<file path="config.mk">
export PLATFORM = sky130hd
export DESIGN_NAME = ex_muldiv_sequencer
export DESIGN_NICKNAME = d
export VERILOG_FILES = /design/src/rtl/ex_muldiv_sequencer.sv
export SDC_FILE = /design/constraint.sdc
export NUM_CORES = 1
export LEC_CHECK = 0
export BUFFER_PORTS_ARGS = -buffer_cell sky130_fd_sc_hd__buf_2
export CORE_MARGIN = 10
export CORE_UTILIZATION = 38
export DETAILED_ROUTE_END_ITERATION = 10
export PLACE_DENSITY = 0.51
export SLEW_MARGIN = 20
export SYNTH_ARGS = -nofsm -noshare
export SYNTH_HDL_FRONTEND = slang
export SYNTH_SLANG_ARGS = --single-unit
</file>
<file path="constraint.sdc">
create_clock -name clk -period 9.2 [get_ports clk]
set_clock_uncertainty 0.2 [all_clocks]
set_input_delay 1.84 -clock clk [delete_from_list [all_inputs] [get_ports clk]]
set_output_delay 1.84 -clock clk [all_outputs]
set_load 0.05 [all_outputs]
</file>
<file path="src/rtl/ex_muldiv_sequencer.sv">
// ---------------------------------------------------------------------------
// ex_muldiv_sequencer
//
// Iterative multiply/divide unit that sits beside the EX stage and owns the
// architectural HI/LO registers. A MULT/MULTU/DIV/DIVU held in EX is accepted
// from IDLE, then run over XLEN iteration cycles on a shared radix-2 datapath
// (shift/add for multiply, restoring shift/subtract for divide). A single FIX
// cycle applies sign correction and commits HI/LO on its exiting edge. MTHI and
// MTLO write HI/LO directly from IDLE without stalling.
//
// Ports:
//   clk    in   rising-edge clock
//   reset  in   asynchronous active-low reset
//   start  in   EX holds a valid muldiv/MTHI/MTLO instruction (held while stalled)
//   funct  in   R-type funct field selecting the operation
//   flush  in   squash the in-flight operation (takes priority over everything)
//   op_a   in   forwarded rs: multiplicand / dividend / MT source
//   op_b   in   forwarded rt: multiplier / divisor
//   stall  out  hold PC, IF/ID and ID/EX while the operation is accepted/iterating
//   busy   out  sequencer is not idle
//   done   out  high during the FIX (commit) cycle only
//   hi     out  HI register
//   lo     out  LO register
// ---------------------------------------------------------------------------
module ex_muldiv_sequencer #(
   parameter int XLEN = 32
) (
   input  logic            clk,
   input  logic            reset,
   input  logic            start,
   input  logic [5:0]      funct,
   input  logic            flush,
   input  logic [XLEN-1:0] op_a,
   input  logic [XLEN-1:0] op_b,
   output logic            stall,
   output logic            busy,
   output logic            done,
   output logic [XLEN-1:0] hi,
   output logic [XLEN-1:0] lo
);

   localparam int CW = $clog2(XLEN);

   localparam logic [5:0] F_MTHI = 6'h11;
   localparam logic [5:0] F_MTLO = 6'h13;

   typedef enum logic [1:0] {
      S_IDLE,
      S_MUL,
      S_DIV,
      S_FIX
   } state_t;

   state_t            state;
   logic [CW-1:0]     count;
   // Multiplicand (multiply) or divisor (divide), always a magnitude for signed ops.
   logic [XLEN-1:0]   opnd;
   // Multiply: running product. Divide: {remainder, quotient} pair.
   logic [2*XLEN-1:0] acc;
   logic              is_div;
   logic              neg_q;      // quotient / product must be negated in FIX
   logic              neg_r;      // remainder takes a negative dividend's sign
   logic              div_zero;   // divisor was zero: LO forced to all-ones

   // ---------------------------------------------------------------------
   // Instruction decode and operand preparation
   // ---------------------------------------------------------------------
   logic            is_muldiv;
   logic            op_signed;
   logic            op_is_div;
   logic            a_neg;
   logic            b_neg;
   logic [XLEN-1:0] a_mag;
   logic [XLEN-1:0] b_mag;
   logic            accept;

   // 0x18..0x1B share funct[5:2]; funct[1] selects divide, funct[0] unsigned.
   assign is_muldiv = (funct[5:2] == 4'b0110);
   assign op_is_div = funct[1];
   assign op_signed = ~funct[0];
   assign a_neg     = op_signed & op_a[XLEN-1];
   assign b_neg     = op_signed & op_b[XLEN-1];
   assign a_mag     = a_neg ? -op_a : op_a;
   assign b_mag     = b_neg ? -op_b : op_b;

   assign accept = (state == S_IDLE) & start & is_muldiv;

   // stall must cover the acceptance cycle combinationally so the instruction
   // never slips out of EX; it is deliberately low in FIX so the instruction
   // leaves EX on the same edge HI/LO commit.
   assign stall = accept | (state == S_MUL) | (state == S_DIV);
   assign busy  = (state != S_IDLE);
   assign done  = (state == S_FIX);

   // ---------------------------------------------------------------------
   // Multiply step: conditional add into the upper half, then shift right,
   // keeping the carry out of the add as the new product MSB.
   // ---------------------------------------------------------------------
   logic [XLEN:0]     mul_sum;
   logic [2*XLEN-1:0] mul_next;

   assign mul_sum  = {1'b0, acc[2*XLEN-1:XLEN]} + (acc[0] ? {1'b0, opnd} : '0);
   assign mul_next = {mul_sum, acc[XLEN-1:1]};

   // ---------------------------------------------------------------------
   // Restoring divide step. trial is the shifted-in partial remainder; it can
   // be one bit wider than XLEN before the subtract. When trial >= divisor the
   // true difference is below the divisor, so the XLEN-bit modular difference
   // is exact.
   // ---------------------------------------------------------------------
   logic [XLEN:0]     trial;
   logic              trial_ge;
   logic [XLEN-1:0]   trial_diff;
   logic [XLEN-1:0]   quo_shift;
   logic [2*XLEN-1:0] div_next;

   assign trial      = {acc[2*XLEN-1:XLEN], acc[XLEN-1]};
   assign trial_ge   = (trial >= {1'b0, opnd});
   assign trial_diff = trial[XLEN-1:0] - opnd;
   assign quo_shift  = {acc[XLEN-2:0], 1'b0};
   assign div_next   = trial_ge ? {trial_diff, quo_shift | XLEN'(1)}
                                : {trial[XLEN-1:0], quo_shift};

   wire last_iter = (count == CW'(XLEN - 1));

   // ---------------------------------------------------------------------
   // FIX-cycle sign correction and result selection
   // ---------------------------------------------------------------------
   logic [2*XLEN-1:0] prod_fix;
   logic [XLEN-1:0]   fix_hi;
   logic [XLEN-1:0]   fix_lo;

   always_comb begin
      // NOTE: every output of a combinational block gets a default up front so
      // no path leaves it unassigned (which would infer a latch).
      prod_fix = acc;
      fix_hi   = acc[2*XLEN-1:XLEN];
      fix_lo   = acc[XLEN-1:0];
      if (is_div) begin
         if (div_zero) begin
            fix_lo = '1;
         end else if (neg_q) begin
            fix_lo = -acc[XLEN-1:0];
         end
         if (neg_r) begin
            fix_hi = -acc[2*XLEN-1:XLEN];
         end
      end else begin
         if (neg_q) begin
            prod_fix = -acc;
         end
         fix_hi = prod_fix[2*XLEN-1:XLEN];
         fix_lo = prod_fix[XLEN-1:0];
      end
   end

   // ---------------------------------------------------------------------
   // Sequencer state, working registers and HI/LO
   // ---------------------------------------------------------------------
   // NOTE: all state here is updated with non-blocking assignments so every
   // register samples pre-edge values, independent of statement order.
   always_ff @(posedge clk or negedge reset) begin
      if (!reset) begin
         state    <= S_IDLE;
         count    <= '0;
         opnd     <= '0;
         acc      <= '0;
         is_div   <= 1'b0;
         neg_q    <= 1'b0;
         neg_r    <= 1'b0;
         div_zero <= 1'b0;
         hi       <= '0;
         lo       <= '0;
      end else if (flush) begin
         // Squash wins over acceptance, MT writes and the FIX commit.
         state <= S_IDLE;
         count <= '0;
      end else begin
         case (state)
            S_IDLE: begin
               if (start) begin
                  if (is_muldiv) begin
                     opnd     <= op_is_div ? b_mag : a_mag;
                     acc      <= {{XLEN{1'b0}}, (op_is_div ? a_mag : b_mag)};
                     is_div   <= op_is_div;
                     neg_q    <= a_neg ^ b_neg;
                     neg_r    <= a_neg;
                     div_zero <= (op_b == '0);
                     count    <= '0;
                     state    <= op_is_div ? S_DIV : S_MUL;
                  end else if (funct == F_MTHI) begin
                     hi <= op_a;
                  end else if (funct == F_MTLO) begin
                     lo <= op_a;
                  end
               end
            end

            S_MUL: begin
               acc   <= mul_next;
               count <= count + 1'b1;
               if (last_iter) begin
                  state <= S_FIX;
               end
            end

            S_DIV: begin
               acc   <= div_next;
               count <= count + 1'b1;
               if (last_iter) begin
                  state <= S_FIX;
               end
            end

            S_FIX: begin
               hi    <= fix_hi;
               lo    <= fix_lo;
               state <= S_IDLE;
            end

            default: begin
               state <= S_IDLE;
            end
         endcase
      end
   end

endmodule

</file>
# After elaboration in Yosys (flattened, before gate mapping)
# Index checks and enable logic that the tools add are counted.
# W data, S select, Z words.
[op_classes] add_sub_neg=8 n_bitwise=9 mux=34 eq_ne=16 n_reduce_logical=13 magnitude_cmp=1
[op_table] operator="$mux W32" count=17
[op_table] operator="$mux W64" count=4
[op_table] operator="$pmux W64 S3" count=1
[op_table] operator="$neg A32 Y32" count=4
[op_table] operator="$pmux W32 S2" count=2
[op_table] operator="$neg A64 Y64" count=1
[op_table] operator="$add A32 B32 Y33" count=1
[op_table] operator="$ge A33 B32 Y1" count=1
[op_table] operator="$logic_not A32 Y1" count=1
[op_table] operator="$sub A32 B32 Y32" count=1
[op_table] operator="$mux W5" count=3
[op_table] operator="$eq A6 B5 Y1 const B" count=2
[op_table] operator="$mux W2" count=5
[op_table] operator="$pmux W5 S2" count=1
[op_table] operator="$ne A2 B2 Y1 const B" count=4
[op_table] operator="$reduce_and A4 Y1" count=2
[op_table] operator="$ne A3 B3 Y1 const B" count=2
[op_table] operator="$pmux W2 S3" count=1
[op_table] operator="$reduce_and A3 Y1" count=2
[op_table] operator="$reduce_and A6 Y1" count=1
[op_table] operator="$reduce_bool A3 Y1" count=2
[op_table] operator="$add A5 B1 Y5 const B" count=1
[op_table] operator="$eq A5 B5 Y1 const B" count=1
[op_table] operator="$reduce_and A5 Y1" count=1
[op_table] operator="12 further kinds" count=20
[totals] output_inout_bits=67 wordCells=91 reg_bits=171 inputBits=74

# Logic depth before layout (Yosys ltp)
# Gate-level depths: netlist of the first run.
[depth] word_depth=7 mapped_depth=15 depth_no_buf=13

# Least setup slack after synthesis of the first run
# Ideal clock, no wire load.
[synth_timing] kind="input port to output port" start="input port funct[2]" end="output port stall" required_ns=7.160 slack_ns=3.796 path_stages=3 arrival_ns=3.364 path_buffers=0 path_cell_list="nor3_1 > nand2_1 > o21ai_0"
[synth_between] elab_chain_cells=4
[synth_lines] element="start, declared" line_no="31" text="input logic [5:0] funct,"
[synth_lines] element="$eq A4 B3 Y1" line_no="78" text="assign is_muldiv = (funct[5:2] == 4'b0110);"
[synth_lines] element="$and A1 B1 Y1" line_no="86" text="assign accept = (state == S_IDLE) & start & is_muldiv;"
[synth_lines] element="$or A1 B1 Y1 (2 in a row)" line_no="91" text="assign stall = accept | (state == S_MUL) | (state == S_DIV);"
[synth_lines] element="end, declared" line_no="35" text="output logic stall,"
# Every way passes these cells.

# Final worst setup path of the first run
# Same ends and word-level chain as after synthesis.

==> results.cfg, run 1 <==
[outcome]
status = complete, no violations

[worst_setup_path]
crit_path_start_kind = primary input
cp.arrival_ns = 2.88
crit_type = in2out
cp.required_ns = 7.16
cp_max_fo = 6
end_kind = output port

[global_routing]
grt-ovfl-total = 0
antenna_found_initial = 0
grt_usage = 0.2484
grt_pass1_wl_mm = 90.77
grt_pass1_vias = 14200
grt_max_degree = 84

[yosys]
ys_seq_elements = 171
netlist.area_leader.share = 0.2840
yosys_warnings = 0
async_flop_share = 1.000
syn-cell-area_sq_um = 15070
synth_area_per_cell_sq_um = 7.672
yosys.cell_count.top_type = nand2_1
synth_area_leaders = dfrtp_1 28%, xnor2_1 6.6%, o21ai_0 6.3%
ys_seq_area_frac = 0.2840
synth_top_area_cell = dfrtp_1
synth_cell_type_count = 73
synth_edf_count = 0
synthCells = 1964
syn_nets = 2115
synth_common_cells = 232 x nand2_1, 192 x nor2_1, 189 x o21ai_0
yosys_most_used_dff = dfrtp_1

[floorplanning]
ioPinCount = 141
die_y_um = 219.1
die_area_sq_um = 48020
die_w_um = 219.1
initial_core_util = 0.3872
core.rowCount = 72
core_area_sq_um = 38920

[power]
p_seq_frac = 0.302
share_comb_of_total_power = 0.528
p_clk_frac = 0.170
p_int_uw = 2044
ir_worst_vdd_mv = 0.2123
p_switching_uw = 2180
leakage_uw = 0.007400
p_sw_frac = 0.5160
p_per_area_nw_per_um2 = 253.9
power.total_uw = 4224

[detailed_routing]
drc = 0
viasPerCell = 5.917
antenna_left = 0
dr.pass1.iters = 6
drt-total-wl_mm = 60.78
first_iter_violations = 1504
via_count = 15020
avgRoutedWirePerCell_um = 23.95

[timing]
min_period_ns = 4.918
drv_slew = 0
finalHoldViolCount = 0
rsz0062_at_grt = no
tns_ns = 0
slew_headroom = 0.2253
setup_viol = 0
worst_slew_pin_slew_ns = 1.161
finalCritPeriodShare = 0.5346
clock.fmax_ghz = 0.2033
fin_ws_ns = 4.282

[placed_design]
place_ws_ns = 4.234
dp_hpwl_mm = 46.50
routabilityCongestion = 1.016
port_buffers = 140

[clock_network]
ctsResizeCount = 0
cts_root_buf = clkbuf_16
cts_buffer_depth = 2
insertion_delay_ns = 0.46
cts_tree = done
cts_buffers = 17
post_cts_buffers = 0
htreeDepth = 4
clkSinkCount = 171
path_clk_slew_ns = 0.07
cts_hold_buf = 0

[cells_and_area]
n_antenna_cell = 0
drive_above_1_share = 0.1064
fin_util = 0.4274
nNetsFinal = 2159
synthToLayoutAreaGrowth_pct = 10.40

[hold_path]
min_path_type = reg2reg

[flow_run]
cap_violations = 0
## area by class of cell
class                           count  area (sq um)
Tap cell                          518         648.1
Fill cell                        4101         22280
Clock buffer                       20         456.7
Inverter                           73         274.0
Clock inverter                     11         87.58
Multi-Input combinational cell   1584         10020
Timing Repair Buffer              161         864.6
Sequential cell                   171          4279
## state kept, by name (all words and copies together) (netlist names)
register  count
lo           32
count         5
is_div        1
opnd         32
div_zero      1
neg_q         1
state         2
hi           32
acc          64
neg_r         1
## cells in the final DEF (no fill, tap or decap), types with 25 or more instances in the layout
cell     instances
o22ai_1         38
xnor2_1        113
xor2_1          61
inv_1           72
o31ai_1         38
nand2_1        232
buf_2          139
mux2i_1         36
a21o_1          36
nor3_1          42
a21oi_1        153
dfrtp_1        171
nor2_1         192
nand3_1         25
ha_1            73
o21ai_0        189
## worst max-delay path: stages
cell and delay, ns:
buf_2 0.10, nor3_1 0.29, nand2_1 0.18, o21ai_0 0.18
buf_2 0.29
## cell families after synthesis
family                     share of synthesized area
AOI/OAI and AO/OA                             0.2734
xor gates and xnor gates                      0.1011
adders and majority gates                    0.06493
buffers and inverters                        0.05289
DFF                                           0.2840
muxes                                        0.02989
and+or+nand+nor                               0.1938
## layer usage
layer,GRT usage,vias to the layer above,share of wire
met4,0.06711,0,0.022
met5,0,-,0
met2,0.3853,541,0.44
li1,-,7162,-
met3,0.04608,63,0.070
met1,0.3461,7251,0.46
## power groups by stage
stage / clock network (uW) / logic [uW] / registers, uW
final: 719 / 2230 / 1280
after detailed placement: 0 / 2220 / 1290
after floorplan: 0 / 1260 / 1560
after global routing: 759 / 2440 / 1310
after CTS: 734 / 2230 / 1270
after global placement: 0 / 2220 / 1280
## stage by stage
stage | instances | hold slack, ns | area, sq um
floorplan | 1964 | 0.2489 | 15070
global placement | 2507 | 0.2570 | 16090
detailed placement | 2507 | 0.2606 | 16090
CTS | 2538 | 0.2771 | 16630
global route | 2538 | 0.2913 | 16630
finish | 2538 | 0.2753 | 16630
## worst paths after layout
path | startpoint | to | slack, ns | depth (start not counted)
max | funct[2] | stall | 4.28 | 5
min | lo[31]$_DFFE_PN0P_ | lo[31]$_DFFE_PN0P_ | 0.28 | 2
max reg2reg | acc[41]$_DFFE_PN0P_ | acc[36]$_DFFE_PN0P_ | 4.72 | 11
min reg2reg | lo[31]$_DFFE_PN0P_ | lo[31]$_DFFE_PN0P_ | 0.28 | 2
max in group asynchronous | reset | acc[32]$_DFFE_PN0P_ | 5.62 | 3
min in group asynchronous | reset | lo[5]$_DFFE_PN0P_ | 1.25 | 1
Note: power is estimated with default switching activity, not from simulation.
==> run 2: changes to the inputs <==
==> constraint.sdc (replaced) <==
create_clock -name clk -period 4.53 [get_ports clk]
set_clock_uncertainty 0.2 [all_clocks]
set_input_delay 0.906 -clock clk [delete_from_list [all_inputs] [get_ports clk]]
set_output_delay 0.906 -clock clk [all_outputs]
set_load 0.05 [all_outputs]
==> results.cfg, run 2 (synthesis results as in run 1) <==
[timing]
slew_headroom = 0.3098
finalHoldViolCount = 0
drv_slew = 0
worst_slew_pin_slew_ns = 1.035
tns_ns = 0
finalCritPeriodShare = 0.8847
clock.fmax_ghz = 0.2495
min_period_ns = 4.008
setup_viol = 0
fin_ws_ns = 0.5222
fin_hold_ws_ns = 0.2756
rsz0062_at_grt = no

[worst_setup_path]
endpoint = acc[60]$_DFFE_PN0P_
reg2reg_to = acc[60]$_DFFE_PN0P_
path_cells = inv_1 > nor2_1 > ha_1 > a21oi_1 > o21ai_0 > or4_1 > a41oi_1 > o21a_1 > o21bai_1 > a311oi_1 > xor2_1 > o221ai_1
crit_path_start = acc[0]$_DFFE_PN0P_
slowest_delay_ns = 0.48
crit_type = reg2reg
r2r_slack_ns = 0.52
cp.required_ns = 4.65
cp_max_fo = 13
reg2reg_depth = 12
path_depth = 12
critPathTopFamily = compound AO/OA/AOI/OAI gates
end_kind = register
crit_buf_inv = 1
crit_path_start_kind = register
cp.arrival_ns = 4.13
r2r_start = acc[0]$_DFFE_PN0P_
cpMaxStageDelayCell = a21oi_1

[power]
power.total_uw = 9091
ir_worst_vdd_mv = 0.2782
p_per_area_nw_per_um2 = 532.4
leakage_uw = 0.007683

[clock_network]
clkSinkCount = 171
post_cts_buffers = 0
cts_buffer_depth = 2
cts_buffers = 17
cts_hold_buf = 0
path_clk_slew_ns = 0.08
cts_root_buf = clkbuf_16
cts_tree = done
htreeDepth = 4
insertion_delay_ns = 0.46
ctsResizeCount = 0

[cells_and_area]
n_antenna_cell = 0
regMostFlops = acc
seqCellArea_sq_um = 4279
layout_commonest_cell = nand2_1
final_cell_mix = 232 x nand2_1, 192 x nor2_1, 189 x o21ai_0, 171 x dfrtp_1, 153 x a21oi_1
largest_register_ffs = 64
multi_input_area_sq_um = 10020
drive_above_1_share = 0.1260
synthToLayoutAreaGrowth_pct = 13.32
nNetsFinal = 2202
fillers = 4054

[flow_run]
cap_violations = 0

[placed_design]
dp_hpwl_mm = 50.36
port_buffers = 140
routabilityCongestion = 0.9995
place_ws_ns = 0.5819

[detailed_routing]
dr.pass1.iters = 6
viasPerCell = 5.985
drt-total-wl_mm = 63.74
antenna_left = 0
via_count = 15450
avgRoutedWirePerCell_um = 24.68
drc = 0
first_iter_violations = 1718

[global_routing]
grt-ovfl-total = 0
grt_usage = 0.2622
grt_pass1_vias = 14690
grt_max_degree = 81
grt_pass1_wl_mm = 95.25
antenna_found_initial = 0

[floorplanning]
ioPinCount = 141
die_area_sq_um = 48020
die_y_um = 219.1
die_w_um = 219.1
core_area_sq_um = 38920
core.rowCount = 72
initial_core_util = 0.3872

[hold_path]
min_path_type = in2async

[outcome]
status = complete, no violations
## run 2: worst reg2reg max path, delay by kind of cell, from the launching register on
family	cells	cell delay (ns)
AOI/OAI and AO/OA	7	1.76
DFF	1	0.46
xor gates and xnor gates	1	0.18
buffers and inverters	1	0.38
and+or+nand+nor	2	0.52
adders and majority gates	1	0.37
## run 2: worst min path at each step
stage	cells after the start	startpoint	endpoint
floorplan	2	div_zero$_DFFE_PN0P_	div_zero$_DFFE_PN0P_
global placement	1	hi[12]$_DFFE_PN0P_	hi[12]$_DFFE_PN0P_
detailed placement	1	hi[19]$_DFFE_PN0P_	hi[19]$_DFFE_PN0P_
CTS	1	hi[19]$_DFFE_PN0P_	hi[19]$_DFFE_PN0P_
global route	2	hi[25]$_DFFE_PN0P_	hi[25]$_DFFE_PN0P_
finish	1	reset	lo[13]$_DFFE_PN0P_
## run 2: metrics by stage
stage	cells	utilization	cell area, sq um
6_report	2582	0.4388	17080
5_1_grt	2582	0.4388	17080
4_1_cts	2582	0.4388	17080
3_5_place_dp	2550	0.4219	16420
3_3_place_gp	2550	0.4219	16420
2_1_floorplan	1964	-	15070
## run 2: final cells by class
| cell class | count | share of cell area |
|---|---|---|
| tap | 518 | 0.03796 |
| clock inverter | 13 | 0.01180 |
| multi-input combinational | 1584 | 0.5868 |
| inverter | 73 | 0.01605 |
| clock buffer | 19 | 0.02653 |
| sequential | 171 | 0.2506 |
| timing repair buffer | 204 | 0.07027 |
## run 2: layer usage
metal  wire [um]  track usage  share of wire  vias to the layer above
li1            -            -              -                     7244
met1       29320       0.3705           0.46                     7481
met2       26900       0.3850           0.42                      673
met3        6470      0.07882           0.10                       54
met4        1044      0.05470          0.016                        0
met5           0            0              0                        -
## run 2: power by group
group          switching, uW  total (uW)  internal (uW)
Sequential               557        2560           2010
Combinational           3330        4810           1480
Clock                    746        1720            970
Total                   4640        9090           4460
